## src/rtl/imm_ext_pkg.sv

```systemverilog
// imm_ext_pkg: shared mode encodings for immediate extension
package imm_ext_pkg;
    typedef enum logic [1:0] {
        MODE_SEXT      = 2'b00,
        MODE_ZEXT      = 2'b01,
        MODE_SEXT_SHL2 = 2'b10,
        MODE_UPPER     = 2'b11
    } imm_mode_t;
endpackage

```

## src/rtl/imm_ext_core.sv

```systemverilog
// imm_ext_core: combinational immediate extension for the four modes
module imm_ext_core
    import imm_ext_pkg::*;
#(
    parameter int IN_W  = 16,
    parameter int OUT_W = 32
) (
    input  logic [IN_W-1:0]  data,
    input  imm_mode_t        mode,
    output logic [OUT_W-1:0] result
);
    logic [OUT_W-1:0] w_sext;
    logic [OUT_W-1:0] w_zext;
    logic [OUT_W-1:0] w_upper;
    assign w_sext  = {{(OUT_W-IN_W){data[IN_W-1]}}, data};
    assign w_zext  = {{(OUT_W-IN_W){1'b0}}, data};
    assign w_upper = {data, {(OUT_W-IN_W){1'b0}}};
    always_comb
        result = mode == MODE_SEXT ? w_sext :
                 mode == MODE_ZEXT ? w_zext :
                 mode == MODE_SEXT_SHL2 ? (w_sext << 2) : w_upper;
endmodule

```

## src/rtl/imm_extend_pipe.sv

```systemverilog
// imm_extend_pipe: immediate extender behind a 2-entry skid buffer
module imm_extend_pipe
    import imm_ext_pkg::*;
#(
    parameter int IN_W  = 16,
    parameter int OUT_W = 32
) (
    input  logic             Clk,
    input  logic             Reset,
    input  logic             in_valid,
    output logic             in_ready,
    input  logic [IN_W-1:0]  in_data,
    input  logic [1:0]       in_mode,
    output logic             out_valid,
    input  logic             out_ready,
    output logic [OUT_W-1:0] out_data
);
    if (IN_W < 2 || IN_W >= OUT_W) begin : g_bad_param
        $error("imm_extend_pipe: need 2 <= IN_W < OUT_W");
    end
    logic [OUT_W-1:0] w_ext;
    logic [OUT_W-1:0] r_main_data;
    logic [OUT_W-1:0] r_skid_data;
    logic             r_main_valid;
    logic             r_skid_valid;
    logic             r_in_ready;
    logic             w_acc;
    logic             w_load;
    imm_ext_core #(.IN_W(IN_W), .OUT_W(OUT_W)) u_core (
        .data   (in_data),
        .mode   (imm_mode_t'(in_mode)),
        .result (w_ext)
    );
    assign w_acc  = in_valid & r_in_ready;
    assign w_load = ~r_main_valid | out_ready;
    // Main register refills from skid first to keep accept order; skid only fills when main is stuck.
    always_ff @(posedge Clk) begin
        if (Reset) begin
            r_main_valid <= 1'b0;
            r_main_data  <= '0;
            r_skid_valid <= 1'b0;
            r_skid_data  <= '0;
            r_in_ready   <= 1'b0;
        end else if (w_load) begin
            r_main_valid <= r_skid_valid | w_acc;
            if (r_skid_valid | w_acc)
                r_main_data <= r_skid_valid ? r_skid_data : w_ext;
            r_skid_valid <= 1'b0;
            r_in_ready   <= 1'b1;
        end else if (w_acc) begin
            r_skid_valid <= 1'b1;
            r_skid_data  <= w_ext;
            r_in_ready   <= 1'b0;
        end
    end
    assign in_ready  = r_in_ready;
    assign out_valid = r_main_valid;
    assign out_data  = r_main_data;
endmodule

```

## config.mk

```make
export PLATFORM = sky130hd
export DESIGN_NAME = imm_extend_pipe
export DESIGN_NICKNAME = d
export VERILOG_FILES = /design/src/rtl/imm_ext_pkg.sv /design/src/rtl/imm_ext_core.sv /design/src/rtl/imm_extend_pipe.sv
export SDC_FILE = /design/constraint.sdc
export NUM_CORES = 1
export LEC_CHECK = 0
export BUFFER_PORTS_ARGS = -buffer_cell sky130_fd_sc_hd__buf_2
export CORE_UTILIZATION = 40
export DETAILED_ROUTE_END_ITERATION = 6
export GPL_TIMING_DRIVEN = 0
export HOLD_SLACK_MARGIN = 0.08
export SLEW_MARGIN = 0
export SYNTH_ARGS = -nofsm -noshare
export SYNTH_HDL_FRONTEND = slang
export SYNTH_SLANG_ARGS = --single-unit
```

## constraint.sdc

```tcl
create_clock -name Clk -period 1.4 [get_ports Clk]
set_clock_uncertainty 0.2 [all_clocks]
set_input_delay 0.28 -clock Clk [delete_from_list [all_inputs] [get_ports Clk]]
set_output_delay 0.28 -clock Clk [all_outputs]
set_load 0.02 [all_outputs]
```

# Word-level counts from Yosys, hierarchy flattened
# Index checks and enable logic that the tools add are counted.
dict set report word_totals {
  register_bits 67
  word_cells 23
  output_inout_bits 34
  input_bits 22
}
dict set report classes {
  n_eq_ne 2
  reduce_logical 5
  bitwise 5
  mux 6
}
# op count
set ops {}
lappend ops {{$mux 32} 3}
lappend ops {{$mux 31} 1}
lappend ops {{$reduce_and 2->1} 2}
lappend ops {{$eq 2x1->1 const B} 1}
lappend ops {{$eq 2x2->1 const B} 1}
lappend ops {{$logic_not 2->1} 1}
lappend ops {{$mux 1} 2}
lappend ops {{$not 1->1} 2}
lappend ops {{$or 1x1->1} 2}
lappend ops {{$reduce_bool 2->1} 1}
lappend ops {{$reduce_or 2->1} 1}
lappend ops {{$and 1x1->1} 1}

# Longest topological paths before layout
dict set report depth {
  ltp_word 5
  depth_mapped 6
  ltp_nobuf 3
}

# By module
# A second synthesis with hierarchy kept.
dict set report unflattened {
  hier_cells 340
  hier_area_um2 3219.3
}
# module cells_per_inst area_each_um2 seq_area_each_um2 instances
set modules_own_cells {}
lappend modules_own_cells {imm_extend_pipe 299 2871.5 1341.3 1}
lappend modules_own_cells {imm_ext_core 41 347.8 0.0 1}

# Worst setup path after synthesis
# Ideal clock, no wire load.
dict set report synth_timing {
  path_type {reg2reg}
  start {reg r_main_valid (netlist: out_valid)}
  end {reg r_main_data[10] (netlist: out_data[10])}
  t_arrival_ns 1.288
  stages_incl_launch_ff 6
  synth_period_minus_slack_ns 1.606
  required_ns 1.083
  slack_ns -0.206
  setup_ns 0.117
  path_buffers 2
  cell_sequence {dfxtp_1 nor2b_1 nor3_1 buf_2 buf_4 a32o_1}
}
dict set report synth_via {
  elab_chain_len 3
}
# item line_no
set synth_rtl {}
lappend synth_rtl {{from (decl)} imm_extend_pipe.sv:24} ;# logic r_main_valid;
lappend synth_rtl {{from (signal assigned)} imm_extend_pipe.sv:45} ;# r_main_valid <= r_skid_valid | w_acc;
lappend synth_rtl {{$not 1->1} imm_extend_pipe.sv:35} ;# assign w_load = ~r_main_valid | out_ready;
lappend synth_rtl {{$or 1x1->1} imm_extend_pipe.sv:35}
lappend synth_rtl {{$reduce_and 2->1 (no line)} --}
lappend synth_rtl {{to (signal assigned)} imm_extend_pipe.sv:47} ;# r_main_data <= r_skid_valid ? r_skid_data : w_ext;
lappend synth_rtl {{to (decl)} imm_extend_pipe.sv:22} ;# logic [OUT_W-1:0] r_main_data;
# Every way passes these cells.
# A chain may end at the register's enable or synchronous reset.

# Final worst setup path
dict set report layout_timing {
  start {reg r_skid_valid}
  end {reg r_main_data[10] (netlist: out_data[10])}
}
dict set report layout_via {
  elab_chain_len 2
  elab_cells_between_ends 3
  classes_between {1 x mux; 1 x bitwise; 1 x reduce/logical}
}
# item line_no
set layout_rtl {}
lappend layout_rtl {{from (decl)} imm_extend_pipe.sv:25} ;# logic r_skid_valid;
lappend layout_rtl {{from (signal assigned)} imm_extend_pipe.sv:41} ;# r_skid_valid <= 1'b0;
lappend layout_rtl {{from (signal assigned)} imm_extend_pipe.sv:48} ;# r_skid_valid <= 1'b0;
lappend layout_rtl {{from (signal assigned)} imm_extend_pipe.sv:51} ;# r_skid_valid <= 1'b1;
lappend layout_rtl {{$or 1x1->1} imm_extend_pipe.sv:46} ;# if (r_skid_valid | w_acc)
lappend layout_rtl {{$reduce_and 2->1 (no line)} --}
# Parallel ways exist; a longest one is shown, timed or not.

==> results.ini <==
[outcome]
outcome = finished with violations
failed_checks = negative setup slack

[finish]
insertedDiodeCount = 0
drive_gt1_share_pct = 44.1
fin_nets = 443
area_delta_synth_final_pct = 47.2
stdcell_area_sq_mm = 0.00450
fin_util_pct = 61.3

[place]
dp_hpwl_mm = 6.15
post_dp_cell_area_sq_mm = 0.00358
place_ws_ps = -380
portBuffers = 55
gp_congestion = 0.797

[die]
io_pins = 56
core-area_sq_mm = 0.00733
die_x_um = 89.4
rows = 31
start_util_pct = 41.7
die_h_um = 89.4
die_area_sq_mm = 0.00799

[timing]
worst_pin_slew_ps = 533
setup_tns_ps = -1410
relSlewSlack_pct = 64.5
period_minus_slack_ps = 1490
slew_violations = 0
worst_slack_ps = -91.0
min_period_over_period_pct = 106
fmax_mhz = 671
final-setup-viol-count = 41
final_hold_viol_count = 0
rsz0062_at_grt = yes

[setup_path]
critPathKind = reg -> reg
cp_num_buf_inv = 2
path_cells = buf_12 -> buf_8 -> a211o_1 -> a32o_1
crit_path_end_kind = flop
cp_max_fo = 6
critPathArrivalTime_ps = 1530
slowest_stage = dfxtp_4
critPathRequiredTime_ps = 1430
crit_path_start_kind = flop
crit_family = compound AO/OA/AOI/OAI gates
critical_path.max_stage_delay_ps = 370

[cts]
clk_latency_ps = 340
cts_tree = yes
clkSlewWorstSetupHoldPaths_ps = 80
cts_max_level = 3
cts_root_buffer = clkbuf_8
cts_made_buffers = 9
cts.sinks = 67
clk_path_buf_depth = 2

[logic_synthesis]
synthArstFlopShare_pct = 0
yosys.area_share.simple_pct = 21.4
synth_adder_area_share_pct = 0
syn_area_sq_mm = 0.00305
yosysSeqAreaShare_pct = 43.9
synth_mux_area_share_pct = 0.328
synth.avg_cell_area_sq_um = 9.26
synth_edf_count = 0
synth_ff_type = dfxtp_1
yosys.area_share.xor_xnor_pct = 0
synth_top_family_by_area = compound AO/OA/AOI/OAI gates
synth-compound-area-share_pct = 28.3
syn_inst = 330
synthesis.nets = 352
synth_cell_types = 27
ys.warnings.count = 0
ys_ff_latch = 67

[route]
drtPass1Iterations = 4
wl_per_cell_um = 18.4
viasPerCell = 5.70
routed_wl_mm = 9.68
drc = 0
num_vias = 2991
ant_nets = 0
drt-initial-drc-count = 145

[power]
p_leak_nw = 1.84
vdd_ir_drop_max_v = 0.000496
p_per_area_mw_per_mm2 = 926
totalPowerFinal_mw = 4.16

[global_route]
gr-total-overflow = 0
grt_pass1_vias = 2857
grt_start_max_net_pins = 11
grt_pass1_wl_mm = 14.8
antenna_found_initial = 0
grt_usage_pct = 24.8

[flow_run]
max_cap_violations = 0

[worst_hold_path]
hp-class = in -> reg

## layout make-up
cell class                      instances  area [sq um]
Fill cell                             632          2840
Buffer                                 34           392
Clock inverter                          2          10.0
Clock buffer                           14           163
Multi-Input combinational cell        228          1880
Sequential cell                        67          1350
Tap cell                               99           124
Timing Repair Buffer                   81           576
## synthesized netlist by cell type (2+ instances only)
master    number  area [sq um]
nand2b_1      31           194
a32o_1        29           290
nor3_1        30           150
a21oi_1       12          60.1
buf_4          4          30.0
nand3b_1       3          22.5
dfxtp_1       67          1340
buf_6          3          33.8
nor2_1        30           113
nor2b_1       17           106
a211o_1       28           245
nand2_1        4          15.0
buf_2         13          65.1
a211oi_1      31           233
clkbuf_1      15          56.3
nor3b_1        2          15.0
## flip-flops by register name, summed over array words and instances, names as in the netlist
name and cells:
r_skid_data 32, out_valid 1, out_data 32, in_ready 1
r_skid_valid 1
## cell families (layout without fill, tap and decap cells)
kind of cell / Yosys count / count (layout)
and+or+nand+nor: 122 / 122
AOI/OAI and AO/OA: 105 / 105
DFF: 67 / 67
buffers and inverters: 35 / 131
muxes: 1 / 1
## worst paths after layout
kind                                   from                           end  slack, ps  cells past startpoint
setup reg to reg  r_skid_valid$_SDFFE_PP0P_     out_data[10]$_SDFFE_PP0P_        -90                      4
setup / recovery  r_skid_valid$_SDFFE_PP0P_     out_data[10]$_SDFFE_PP0P_        -90                      4
hold / removal                  in_data[13]  r_skid_data[29]$_SDFFE_PP0P_        100                      3
hold reg to reg    out_data[4]$_SDFFE_PP0P_      out_data[4]$_SDFFE_PP0P_        260                      1
## power breakdown
part | internal, mW | total [mW] | switching [mW]
Clock | 0.737 | 1.46 | 0.725
Sequential | 1.97 | 2.00 | 0.0369
Combinational | 0.300 | 0.699 | 0.398
## cells in the final DEF, fill, tap and decap left out, types with 3 or more instances in the layout
cell,instances
a211o_1,28
a211oi_1,4
a211oi_2,22
a211oi_4,5
a21oi_1,6
a21oi_2,5
a32o_1,29
buf_12,4
buf_2,55
buf_4,14
buf_6,19
buf_8,7
clkbuf_1,5
clkbuf_16,4
clkbuf_4,4
clkbuf_8,11
dfxtp_1,64
dfxtp_4,3
dlygate4sd3_1,4
nand2_1,4
nand2b_1,30
nand3b_1,3
nor2_1,17
nor2_2,10
nor2_4,3
nor2b_1,15
nor3_1,21
nor3_2,8
## per-layer routing
metal	track usage [%]	vias to the layer above	routed length [um]
met3	2.77	12	398
met4	8.08	0	146
li1	-	1418	-
met5	0	-	0
met1	34.1	1484	4390
met2	40.7	77	4740
## tightest hold or removal path: cells and delay by family
kind            cells  cell delay [ps]
buf+inv             1              150
compound gates      1               90
simple gates        1               90
## repair_timing
| item | CTS | global route |
|---|---|---|
| resized for setup | 53 | 75 |
| pin swaps | 17 | 39 |
| endpoints found under the hold margin | 5 | 0 |
| hold buffers | 4 | 0 |
| setup endpoints to repair | 64 | 64 |
| cloned | 4 | 3 |
| buffers inserted | 10 | 5 |
## per-stage QoR
step / hold WS, ps / instances
finish: 96.3 / 525
floorplan: 227 / 330
CTS: 111 / 517
global route: 148 / 525
detailed placement: 250 / 484
global placement: 245 / 484
No activity file was read; power rests on OpenSTA's default activity.
